==> config.mk <==
export PLATFORM = sky130hd
export DESIGN_NAME = apb_bram_port
export DESIGN_NICKNAME = d
export VERILOG_FILES = /design/src/rtl/apb_vgachargen_pkg.sv /design/src/rtl/apb_bram_port.sv
export SDC_FILE = /design/constraint.sdc
export NUM_CORES = 1
export LEC_CHECK = 0
export ABC_AREA = 1
export CAP_MARGIN = 0
export CORE_UTILIZATION = 24
export DETAILED_ROUTE_END_ITERATION = 16
export GPL_ROUTABILITY_DRIVEN = 0
export PLACE_DENSITY = 0.91
export SYNTH_ARGS = -nofsm -noshare
export SYNTH_HDL_FRONTEND = slang
export SYNTH_SLANG_ARGS = --single-unit
export TNS_END_PERCENT = 10
==> constraint.sdc <==
create_clock -name clk_i -period 2.46 [get_ports clk_i]
set_clock_uncertainty 0.2 [all_clocks]
set_input_delay 0.738 -clock clk_i [delete_from_list [all_inputs] [get_ports clk_i]]
set_output_delay 0.738 -clock clk_i [all_outputs]
set_load 0.03 [all_outputs]
==> src/rtl/apb_vgachargen_pkg.sv <==
// Shared definitions for the APB window onto the VGA character/attribute memory.
// Holds the APB widths, the port FSM state type and the byte-merge helper.
package apb_vgachargen_pkg;

    localparam int APB_ADDR_W = 32;
    localparam int APB_DATA_W = 32;
    localparam int APB_STRB_W = 4;

    typedef enum logic [1:0] {
        IDLE,
        RD_WAIT,
        RESP
    } apb_bram_state_e;

    // Strobed bytes come from new_word, the rest keep the memory contents.
    function automatic logic [APB_DATA_W-1:0] strb_merge(
        input logic [APB_DATA_W-1:0] old_word,
        input logic [APB_DATA_W-1:0] new_word,
        input logic [APB_STRB_W-1:0] strb
    );
        logic [APB_DATA_W-1:0] merged;
        merged = old_word;
        for (int i = 0; i < APB_STRB_W; i++) begin
            if (strb[i]) begin
                merged[8*i +: 8] = new_word[8*i +: 8];
            end
        end
        return merged;
    endfunction

endpackage

==> src/rtl/apb_bram_port.sv <==
// APB3/APB4 slave driving port A of the character/attribute memory.
// Absorbs the registered read latency, emulates byte strobes by read-modify-write and flags bad addresses.
module apb_bram_port
    import apb_vgachargen_pkg::*;
#(
    parameter int DATA_WIDTH  = 8,
    parameter int DEPTH_WORDS = 2400,
    localparam int ADDR_WIDTH = $clog2(DEPTH_WORDS)
) (
    input  logic                  clk_i,
    input  logic                  rst_ni,
    input  logic                  psel_i,
    input  logic                  penable_i,
    input  logic                  pwrite_i,
    input  logic [31:0]           paddr_i,
    input  logic [31:0]           pwdata_i,
    input  logic [3:0]            pstrb_i,
    output logic                  pready_o,
    output logic [31:0]           prdata_o,
    output logic                  pslverr_o,
    output logic [ADDR_WIDTH-1:0] bram_addr_o,
    output logic                  bram_we_o,
    output logic [DATA_WIDTH-1:0] bram_din_o,
    input  logic [DATA_WIDTH-1:0] bram_dout_i
);

    localparam int NUM_BYTES = DATA_WIDTH / 8;

    apb_bram_state_e state_q;
    apb_bram_state_e state_d;

    logic                  access;
    logic [ADDR_WIDTH-1:0] word_idx;
    logic                  addr_err;
    logic [NUM_BYTES-1:0]  eff_strb;
    logic                  strb_full;
    logic                  strb_empty;

    assign access     = psel_i & penable_i;
    assign word_idx   = paddr_i[ADDR_WIDTH+1:2];
    assign eff_strb   = pstrb_i[NUM_BYTES-1:0];
    assign strb_full  = &eff_strb;
    assign strb_empty = ~|eff_strb;

    // The memory address follows the bus directly; APB keeps paddr stable through ACCESS.
    assign bram_addr_o = word_idx;

    assign addr_err = (paddr_i[1:0] != 2'b00)
                    || (32'(word_idx) >= 32'(DEPTH_WORDS))
                    || (|paddr_i[APB_ADDR_W-1:ADDR_WIDTH+2]);

    always_ff @(posedge clk_i) begin
        if (!rst_ni) begin
            state_q <= IDLE;
        end else begin
            state_q <= state_d;
        end
    end

    // Reads and partial writes need the word from memory first, so they detour through RD_WAIT.
    always_comb begin
        state_d = state_q;
        unique case (state_q)
            IDLE: begin
                if (access) begin
                    if (addr_err) begin
                        state_d = RESP;
                    end else if (pwrite_i && (strb_full || strb_empty)) begin
                        state_d = RESP;
                    end else begin
                        state_d = RD_WAIT;
                    end
                end
            end
            RD_WAIT: begin
                state_d = psel_i ? RESP : IDLE;
            end
            RESP: begin
                state_d = IDLE;
            end
            default: begin
                state_d = IDLE;
            end
        endcase
    end

    // Write enable is gated by reset so a transfer cut short by reset never touches memory.
    always_comb begin
        bram_we_o  = 1'b0;
        bram_din_o = DATA_WIDTH'(pwdata_i);
        if (rst_ni) begin
            unique case (state_q)
                IDLE: begin
                    if (access && !addr_err && pwrite_i && strb_full) begin
                        bram_we_o = 1'b1;
                    end
                end
                RD_WAIT: begin
                    if (psel_i && pwrite_i) begin
                        bram_we_o  = 1'b1;
                        bram_din_o = DATA_WIDTH'(strb_merge(32'(bram_dout_i), pwdata_i, pstrb_i));
                    end
                end
                default: begin
                    bram_we_o = 1'b0;
                end
            endcase
        end
    end

    // prdata is cleared at every accept so only a completed read leaves data on the bus.
    always_ff @(posedge clk_i) begin
        if (!rst_ni) begin
            pready_o  <= 1'b0;
            pslverr_o <= 1'b0;
            prdata_o  <= '0;
        end else begin
            pready_o  <= (state_d == RESP);
            pslverr_o <= (state_q == IDLE) && access && addr_err;
            if (state_q == IDLE && access) begin
                prdata_o <= '0;
            end else if (state_q == RD_WAIT && psel_i && !pwrite_i) begin
                prdata_o <= 32'(bram_dout_i);
            end
        end
    end

endmodule

== Yosys cells after proc, flatten, opt, wreduce, memory -nomap -nowiden ==
Index checks and enable logic that the tools add are counted.

* Order comparisons: 1
* Eq/ne operators: 2
* Multiplexer cells: 13
* Bitwise logic cells: 2
* Reductions and logical operators: 16

{| class="wikitable"
|+ Operators with widths
! kind !! number
|-
| $mux 8 || 4
|-
| $reduce_or 18->1 || 1
|-
| $ge 12x12->1 const B || 1
|-
| $logic_and 1x1->1 || 8
|-
| $mux 2 || 4
|-
| $pmux 2 s2 || 1
|-
| $mux 1 || 3
|-
| $eq 2x1->1 const B || 1
|-
| $eq 2x2->1 const B || 1
|-
| $logic_not 1->1 || 2
|-
| $logic_not 2->1 || 1
|-
| $logic_or 1x1->1 || 2
|-
| $pmux 1 s2 || 1
|-
| $reduce_bool 2->1 || 1
|-
| $reduce_or 2->1 || 1
|-
| $and 1x1->1 || 1
|-
| $not 1->1 || 1
|}

* Register bits: 12
* Input port bits: 81
* Output and inout bits: 55
* Logic and storage cells: 38

== Logic depth before layout (Yosys ltp) ==
Gate-level depths: netlist (run 1).

* Word-level depth: 10
* Depth in mapped cells: 8
* Mapped depth without buffers: 8

== Least setup slack after synthesis (run 1) ==
Ideal clock, no wire load.

* Kind: in2out
* From: input port paddr_i[25]
* To: output port bram_we_o
* Data arrival time: 1.881 ns
* Setup slack: -0.359 ns
* Stages on the path: 7
* Buffers on the path: 0
* Cells stage by stage: nor2_1 > nand2_1 > nor2_1 > nand2_1 > nor2_1 > nand2_1 > o21ai_0

* Longest elaborated chain between the ends: 9

{| class="wikitable"
|+ RTL lines
! item !! RTL line !! RTL
|-
| start, declared || apb_bram_port.sv:15 || <nowiki>input logic [31:0] paddr_i,</nowiki>
|-
| $reduce_or 18->1 || apb_bram_port.sv:50 || <nowiki>|| (|paddr_i[APB_ADDR_W-1:ADDR_WIDTH+2]);</nowiki>
|-
| $logic_or 1x1->1 || apb_bram_port.sv:50 ||
|-
| $logic_not 1->1 || apb_bram_port.sv:94 || <nowiki>if (access && !addr_err && pwrite_i && strb_full) begin</nowiki>
|-
| $logic_and 1x1->1 (3 in series) || apb_bram_port.sv:94 ||
|-
| $mux 1 || apb_bram_port.sv:94 ||
|-
| $pmux 1 s2 || apb_bram_port.sv:92 || <nowiki>unique case (state_q)</nowiki>
|-
| $mux 1 || apb_bram_port.sv:91 || <nowiki>if (rst_ni) begin</nowiki>
|-
| end, declared || apb_bram_port.sv:22 || <nowiki>output logic bram_we_o,</nowiki>
|}

Every way passes these cells.

== Final worst setup path (run 1) ==
* From: input port rst_ni
* To: output port bram_din_o[2]

* Longest elaborated chain between the ends: 1

{| class="wikitable"
|+ RTL lines
! item !! RTL line !! RTL
|-
| start, declared || apb_bram_port.sv:11 || <nowiki>input logic rst_ni,</nowiki>
|-
| $mux 8 || apb_bram_port.sv:91 ||
|-
| end, declared || apb_bram_port.sv:23 || <nowiki>output logic [DATA_WIDTH-1:0] bram_din_o,</nowiki>
|}

Every way passes these cells.

==> results of run 1 <==
-- worst max-delay path by stage --
stage / from / to / slack [ns] / cells past startpoint
2_1_floorplan: paddr_i[25] / bram_we_o / -0.13 / 7
3_3_place_gp: rst_ni / bram_din_o[0] / -0.72 / 9
3_5_place_dp: rst_ni / bram_din_o[1] / -0.77 / 9
4_1_cts: rst_ni / bram_din_o[1] / -0.30 / 8
5_1_grt: rst_ni / bram_din_o[1] / -0.28 / 8
6_report: rst_ni / bram_din_o[2] / -0.26 / 8
-- Yosys cell counts (2+ instances only) --
cell type / count
a21oi_1: 11
dfxtp_1: 12
nand2_2: 2
nand4_1: 3
nor2_1: 16
inv_1: 12
nand2_1: 18
buf_4: 36
nand3_1: 2
o21ai_0: 9
o21ai_2: 8
-- routing by layer --
| metal | wire length (microns) | GRT usage [%] | up-vias |
|---|---|---|---|
| li1 | - | - | 565 |
| met4 | 70 | 7.07 | 0 |
| met2 | 1820 | 28.0 | 37 |
| met3 | 128 | 1.91 | 6 |
| met1 | 1120 | 13.0 | 482 |
| met5 | 0 | 0 | - |
-- per-stage QoR --
step | setup slack (ns) | utilization [%] | cells | power, mW | TNS [ns]
4_1_cts | -0.300 | 50.7 | 276 | 0.656 | -2.42
3_5_place_dp | -0.773 | 45.7 | 263 | 0.444 | -6.35
2_1_floorplan | -0.135 | - | 161 | 0.370 | -1.16
6_report | -0.256 | 51.2 | 280 | 0.653 | -2.12
5_1_grt | -0.280 | 51.2 | 280 | 0.684 | -2.44
3_3_place_gp | -0.724 | 45.7 | 263 | 0.442 | -6.20
-- power breakdown --
| part | switching (mW) | internal [mW] |
|---|---|---|
| logic | 0.135 | 0.113 |
| clock network | 0.0664 | 0.141 |
| registers | 0.00123 | 0.197 |
-- final cells by class --
cell class	count	area (sq um)	share of cell area, %
Clock buffer	4	55.1	2.85
Inverter	13	51.3	2.66
Timing Repair Buffer	106	963	49.9
Tap cell	48	60.1	3.11
Sequential cell	12	240	12.5
Multi-Input combinational cell	97	559	29.0
-- registers in the layout, summed over array words and instances, names as in the netlist --
register   cells
state_q        2
pslverr_o      1
prdata_o       8
pready_o       1
-- cell families (layout without fill, tap and decap cells) --
| family | count (synthesis) | after routing |
|---|---|---|
| buffers and inverters | 52 | 123 |
| DFF | 12 | 12 |
| and+or+nand+nor | 45 | 45 |
| other | 1 | 24 |
| AOI/OAI and AO/OA | 28 | 28 |
-- tightest hold or removal path: cells and delay by family (launching register included) --
kind | cells | cell delay (ns)
AO/OA/AOI/OAI | 2 | 0.18
flip-flops | 1 | 0.30
-- what timing repair did --
action	CTS	global route
setup buffers	8	4
cloned	1	0
pin swaps	23	23
setup endpoints to repair	9	9
hold endpoints to repair	0	0
gates resized for setup	56	34
==> out/summary.txt, run 1 <==
Synth area leaders: buf_4 (28%), dfxtp_1 (25%), o21ai_2 (7.2%)
Final period util: 110%
Clock sink total: 12
Hold Fails Final Rpt: 0
DIE AREA: 0.00429 sq mm
CP Class: in2out
RR Startpoint: state_q[1]
Worst-Skew Late Latency: 0.24 ns
Worst path top cell family by delay: simple AND/OR/NAND/NOR gates
# IOs: 136
Worst path bufs/invs: 4
Crit-path slowest cell: or2_4
Share of cells above drive strength 1: 38.4%
H-tree Lvls: 1
Netlist Area Pre-Place: 967 sq um
Final Max Slew Viols: 0
Nature of the critical path startpoint: input port
Root Driver: clkbuf_8
Initial antenna violation count: 0
Row count: 22
Simple-gate portion of the synthesized area: 20.4%
Worst-path maximum fanout: 8
Critical-path cell list: buf_8, inv_4, nor2_4, nand4_1, or2_4, buf_16, o21ai_4, buf_6
Final min period: 2.72 ns
CTS tree: yes
Port Buffers: 74
Post-synth ARST share: 0%
Crit path arrival time: 1.78 ns
Number of library cell types mapped by synthesis: 20
Synthesized instance count: 138
Drt initial violations: 22
Hold depth: 2
GR Util All Layers: 13.8%
Post-synth top area cell: buf_4
Final wirelength: 3140 microns
GRT overflow: 0
Post-synthesis sequential area ratio: 24.8%
R2R Path End: prdata_o[6]
R2R Setup Slk: 0.83 ns
Final Cell Area: 0.00193 sq mm
Vias per cell: 3.89
Main synth FF type: dfxtp_1
Hold_sp: prdata_o[3]
Most common cell after layout, fill and taps aside: buf_4
Vias in the first global route: 1070
P_leak: 0.984 nW
Most frequent cells in the layout: buf_4 (37), clkdlybuf4s50_1 (27), conb_1 (24)
Crit. End Element: primary output
CORE AREA: 0.00377 sq mm
Largest net degree at the start of global routing: 17
Wire per inst: 11.2 microns
PwrDens: 338 mW/mm^2
Required time worst endpoint: 1.52 ns
Die X: 65.5 microns
Synth Register Bits: 12
Max Root-Sink Buffers: 2
Cts hold-fix bufs: 0
Antenna diodes: 0
First-pass GRT wire length: 4550 microns
Worst hold slack: 0.335 ns
Post-synth top area share: 27.9%
Unrepaired setup endpoints after global routing: yes
FF-to-FF path depth: 9
Fin nets: 314
Fmax: 0.368 GHz
MaxCap Viol Count: 0
Adder and majority cell fraction of the synthesized area: 0%
Compound-Gate Fraction of Synth Area: 17.6%
Post-synth EDFFs: 0
HP Class: reg2reg
Initial Util: 25.6%
DRC viols: 0
Placed cell area: 0.00172 sq mm
PnR worst setup slack: -0.256 ns
Antenna Nets Post-Route: 0
Main combinational cell family by area after synthesis: buffers and inverters
DRT Pass-1 Iters: 4
Hold endpoint: prdata_o[3]
Synthesized area per cell: 7.01 sq um
Final HPWL DP: 2280 microns
Xor-xnor portion of the synthesized cell area: 0%
Setup violations, final: 9
Max VDD drop: 124 uV
CTS Buf Count: 3
Yosys warns: 0
Mux cell area share after synthesis: 0%
Failing checks: setup timing
DR vias: 1090
CP max stage delay: 0.30 ns
CTS clk-pin slew, worst paths: 0.05 ns
Status: finished with violations
Filler instances: 337
Die extent in y: 65.5 microns
Area grow syn2layout: 99.5%
Note: power is estimated with default switching activity, not from simulation.
==> run 2, diff against run 1 <==
Settings changed: ABC_AREA 1 to not set, GPL_TIMING_DRIVEN set to 1.
==> run 2 against run 1 <==
Net effect: the flow still finishes with violations (setup timing); die area is 1.5% lower; sequential cell count stayed put; critical path depth is 1 lower; global-route usage is 1.3 points lower; sequential power hardly changed; final area is 7.1% lower; non-clock buffer count is 15 lower; critical path type unchanged; first-iteration DRC count is 59% higher; combinational power is 9.7% lower; hold slack worse by 0.043 ns.
==> out/summary.txt, run 2 <==
Die extent in y: 65.0 microns
Drt initial violations: 35
HP Class: reg2reg
Worst-Skew Late Latency: 0.24 ns
Share of cells above drive strength 1: 40.7%
Antenna Nets Post-Route: 0
GRT overflow: 0
Max VDD drop: 146 uV
CP max stage delay: 0.29 ns
CTS Buf Count: 3
Area grow syn2layout: 88.3%
Final HPWL DP: 2140 microns
PnR worst setup slack: -0.386 ns
Crit-path slowest cell: mux2_4
# IOs: 136
Synthesized instance count: 101
Final period util: 116%
Setup violations, final: 9
Worst path bufs/invs: 3
Cts hold-fix bufs: 0
Largest net degree at the start of global routing: 9
CORE AREA: 0.00374 sq mm
Max Root-Sink Buffers: 2
Netlist Area Pre-Place: 952 sq um
Post-synthesis sequential area ratio: 25.2%
DIE AREA: 0.00422 sq mm
DRT Pass-1 Iters: 4
Clock sink total: 12
P_leak: 0.783 nW
Synth Register Bits: 12
Hold Fails Final Rpt: 0
CTS tree: yes
CP Class: in2out
Nature of the critical path startpoint: input port
Final core utilization: 47.9%
Unrepaired setup endpoints after global routing: yes
Port Buffers: 74
Post-synth top cells: buf_4 (37), dfxtp_1 (12), nor2_1 (9)
Failing checks: setup timing
Vias in the first global route: 992
Number of library cell types mapped by synthesis: 24
Vias per cell: 4.11
MaxCap Viol Count: 0
Yosys warns: 0
Crit. End Element: primary output
Most common cell after layout, fill and taps aside: clkdlybuf4s50_1
Most frequent cells in the layout: clkdlybuf4s50_1 (27), conb_1 (24), buf_4 (21)
Max reg flops: 8
Die X: 65.0 microns
Fmax: 0.351 GHz
Root Driver: clkbuf_8
H-tree Lvls: 1
Post-synth ARST share: 0%
Main synth FF type: dfxtp_1
GR Util All Layers: 12.5%
DRC viols: 0
Post-synth EDFFs: 0
CTS clk-pin slew, worst paths: 0.05 ns
Most common cell in the netlist: buf_4
First-pass GRT wire length: 4050 microns
Initial antenna violation count: 0
Antenna diodes: 0
Status: finished with violations
Synth area leaders: buf_4 (29%), dfxtp_1 (25%), mux2_4 (13%)
Post-synth top area cell: buf_4
Crit-path most repeated cell: buf_6
Worst path top cell family by delay: simple AND/OR/NAND/NOR gates
Top Registers: prdata_o x8, state_q x2
Critical-path cell list: buf_6, and3b_2, nand3_4, nor2_8, buf_12, mux2_4, buf_6
Synthesized area per cell: 9.43 sq um
Post-synth top area share: 29.2%
Final min period: 2.85 ns
DR vias: 945
Fin nets: 264
Crit path arrival time: 1.91 ns
PwrDens: 355 mW/mm^2
Most flops, register: prdata_o
Worst-path maximum fanout: 6
Row count: 22
Required time worst endpoint: 1.52 ns
Final wirelength: 2690 microns
Wire per inst: 11.7 microns
Final Max Slew Viols: 0
Initial Util: 25.4%
Dpl ws: -1.19 ns
## run 2: power by group
| group | internal (mW) | switching [mW] |
|---|---|---|
| Combinational | 0.102 | 0.122 |
| Sequential | 0.196 | 0.000634 |
| Clock | 0.142 | 0.0745 |
| Total | 0.440 | 0.198 |
## run 2: final cells by class
cell class	count	area, sq um
tap	48	60.1
sequential	12	240
fill	375	1950
multi-input combinational	74	592
timing repair buffer	91	842
inverter	1	3.75
clock buffer	4	55.1
## run 2: final timing paths
kind / start / end / slack [ns] / cells past startpoint
hold / removal: prdata_o[1] / prdata_o[1] / 0.29 / 2
setup / recovery: rst_ni / bram_din_o[7] / -0.39 / 7
setup reg to reg: state_q[1] / prdata_o[5] / 0.99 / 5
hold reg to reg: prdata_o[1] / prdata_o[1] / 0.29 / 2
## run 2: per-layer routing
layer / part of all wire (%) / vias up / GRT usage (%)
met5: 0 / - / 0
met4: 1.4 / 0 / 5.00
met3: 9.5 / 4 / 2.99
met2: 56 / 64 / 26.0
met1: 33 / 424 / 11.0
li1: - / 453 / -
## run 2: through the flow
stage / total power, mW / instance area (sq um) / cells / setup TNS, ns / hold slack, ns
3_3_place_gp: 0.422 / 1660 / 221 / -9.90 / 0.272
5_1_grt: 0.666 / 1790 / 230 / -3.48 / 0.333
6_report: 0.637 / 1790 / 230 / -3.01 / 0.293
3_5_place_dp: 0.425 / 1660 / 221 / -10.31 / 0.282
2_1_floorplan: 0.355 / 1050 / 124 / -0.973 / 0.348
4_1_cts: 0.637 / 1780 / 230 / -3.35 / 0.297
## run 2: cell families (layout without fill, tap and decap cells)
logic type / Yosys count / after routing / synth area share [%]
AOI/OAI and AO/OA: 6 / 6 / 4.07
buffers and inverters: 38 / 96 / 29.6
DFF: 12 / 12 / 25.2
muxes: 16 / 16 / 21.0
other: 1 / 24 / 0.394
and+or+nand+nor: 28 / 28 / 19.7
## run 2: repair_timing
item                                    in CTS  in global routing
endpoints found under the setup margin       9                  9
resized for setup                          125                 24
pin swaps                                   12                 11
buffers inserted                             5                  0
## run 2: worst min-delay path: stages, from the launching register on
cell and delay, ns:
dfxtp_1 0.32, mux2i_1 0.06, nor2_1 0.07
==> run 3, diff against run 2 <==
Settings changed: CORE_ASPECT_RATIO set to 2.
==> run 3 against run 2 <==
Net effect: the flow still finishes with violations (setup timing); setup slack worse by 0.069 ns; count of clock-buffer cells in the layout unchanged; clock power about the same; core utilization down 0.27 points; fmax down 2.4%; critical endpoint is now bram_we_o; highest routed layer unchanged.
==> out/summary.txt, run 3 (synthesized netlist as in run 2, its figures left out) <==
Worst hold slack: 0.298 ns
Power Total: 0.644 mW
CTS clk-pin slew, worst paths: 0.05 ns
Multi-input combinational cell area: 609 sq um
Drt initial violations: 15
Critical-path cell list: dlygate4sd2_1, and3_4, o21ai_4, nand4_1, o31ai_4, buf_6
Status: finished with violations
Max reg flops: 8
Failing checks: setup timing
Crit-path slowest cell: o31ai_4
Dpl ws: -1.18 ns
Max VDD drop: 152 uV
P_leak: 0.799 nW
DR vias: 1033
Filler instances: 356
PwrDens: 352 mW/mm^2
Antenna diodes: 0
Storage element area: 240 sq um
GR Util All Layers: 14.3%
Final min period: 2.92 ns
Final core utilization: 47.6%
CORE AREA: 0.00384 sq mm
Die X: 46.5 microns
Final period util: 119%
CTS tree: yes
Max Root-Sink Buffers: 2
Initial Util: 24.8%
Top Registers: prdata_o x8, state_q x2
Hold depth: 2
First-pass GRT wire length: 4380 microns
Crit path arrival time: 1.98 ns
Share of cells above drive strength 1: 40.8%
Setup violations, final: 9
CTS Buf Count: 3
Cts hold-fix bufs: 0
GRT overflow: 0
R2R Path End: prdata_o[3]
Unrepaired setup endpoints after global routing: yes
DRT Pass-1 Iters: 4
RR Startpoint: state_q[0]
H-tree Lvls: 1
Final HPWL DP: 2410 microns
DIE AREA: 0.00424 sq mm
Crit. End Element: primary output
Dpl cells: 228
Most common cell after layout, fill and taps aside: clkdlybuf4s50_1
CP Class: in2out
Final Cell Area: 0.00183 sq mm
Most flops, register: prdata_o
Worst-Skew Late Latency: 0.24 ns
Area grow syn2layout: 92.2%
Fmax: 0.343 GHz
Root Driver: clkbuf_8
Die extent in y: 91.1 microns
Wire per inst: 12.5 microns
Nature of the critical path startpoint: input port
Final wirelength: 2930 microns
Finished Layout Cells: 235
MaxCap Viol Count: 0
Port Buffers: 74
R2R Setup Slk: 0.97 ns
Hold_sp: prdata_o[5]
Placed cell area: 0.00169 sq mm
Required time worst endpoint: 1.52 ns
# IOs: 136
Hold endpoint: prdata_o[5]
PnR worst setup slack: -0.455 ns
Row count: 32
Largest net degree at the start of global routing: 9
Vias in the first global route: 987
Worst-path maximum fanout: 2
Fin nets: 266
Vias per cell: 4.40
HP Class: reg2reg
Final Max Slew Viols: 0
Most frequent cells in the layout: clkdlybuf4s50_1 (27), conb_1 (24), buf_4 (24)
Setup TNS: -2.88 ns
CP max stage delay: 0.26 ns
FF-to-FF path depth: 5
Initial antenna violation count: 0
Hold Fails Final Rpt: 0
Antenna Nets Post-Route: 0
Clock sink total: 12
DRC viols: 0
## run 3: worst max path at each step
stage,start,end,slack [ns],cells after the start
3_5_place_dp,psel_i,bram_din_o[2],-1.18,6
6_report,paddr_i[7],bram_we_o,-0.46,6
2_1_floorplan,paddr_i[26],bram_we_o,-0.15,4
5_1_grt,paddr_i[21],bram_we_o,-0.49,6
4_1_cts,paddr_i[10],bram_we_o,-0.52,6
3_3_place_gp,psel_i,bram_din_o[5],-1.13,6
## run 3: routing by layer
layer	wire [microns]	share of wire, %	global-route usage, %
met4	88	3.0	7.84
met2	1670	57	28.9
met1	838	29	10.7
met3	335	11	2.39
met5	0	0	0
## run 3: power by group
part	switching, mW	internal (mW)
sequential	0.000651	0.197
clock	0.0722	0.141
combinational	0.126	0.107
## run 3: cell type report
cell class,instances,share of cell area (%)
Timing Repair Buffer,93,46.9
Inverter,1,0.205
Sequential cell,12,13.1
Multi-Input combinational cell,74,33.3
Clock buffer,4,3.01
Tap cell,51,3.49
## run 3: repair_timing
action,in CTS,in global routing
setup buffers,3,0
endpoints found under the setup margin,9,9
gates resized for setup,137,14
pin swaps,14,12
## run 3: critical path: cells and delay by family
family,cells,cell delay [ns]
and+or+nand+nor,2,0.42
buffers and inverters,2,0.40
AOI/OAI and AO/OA,2,0.41
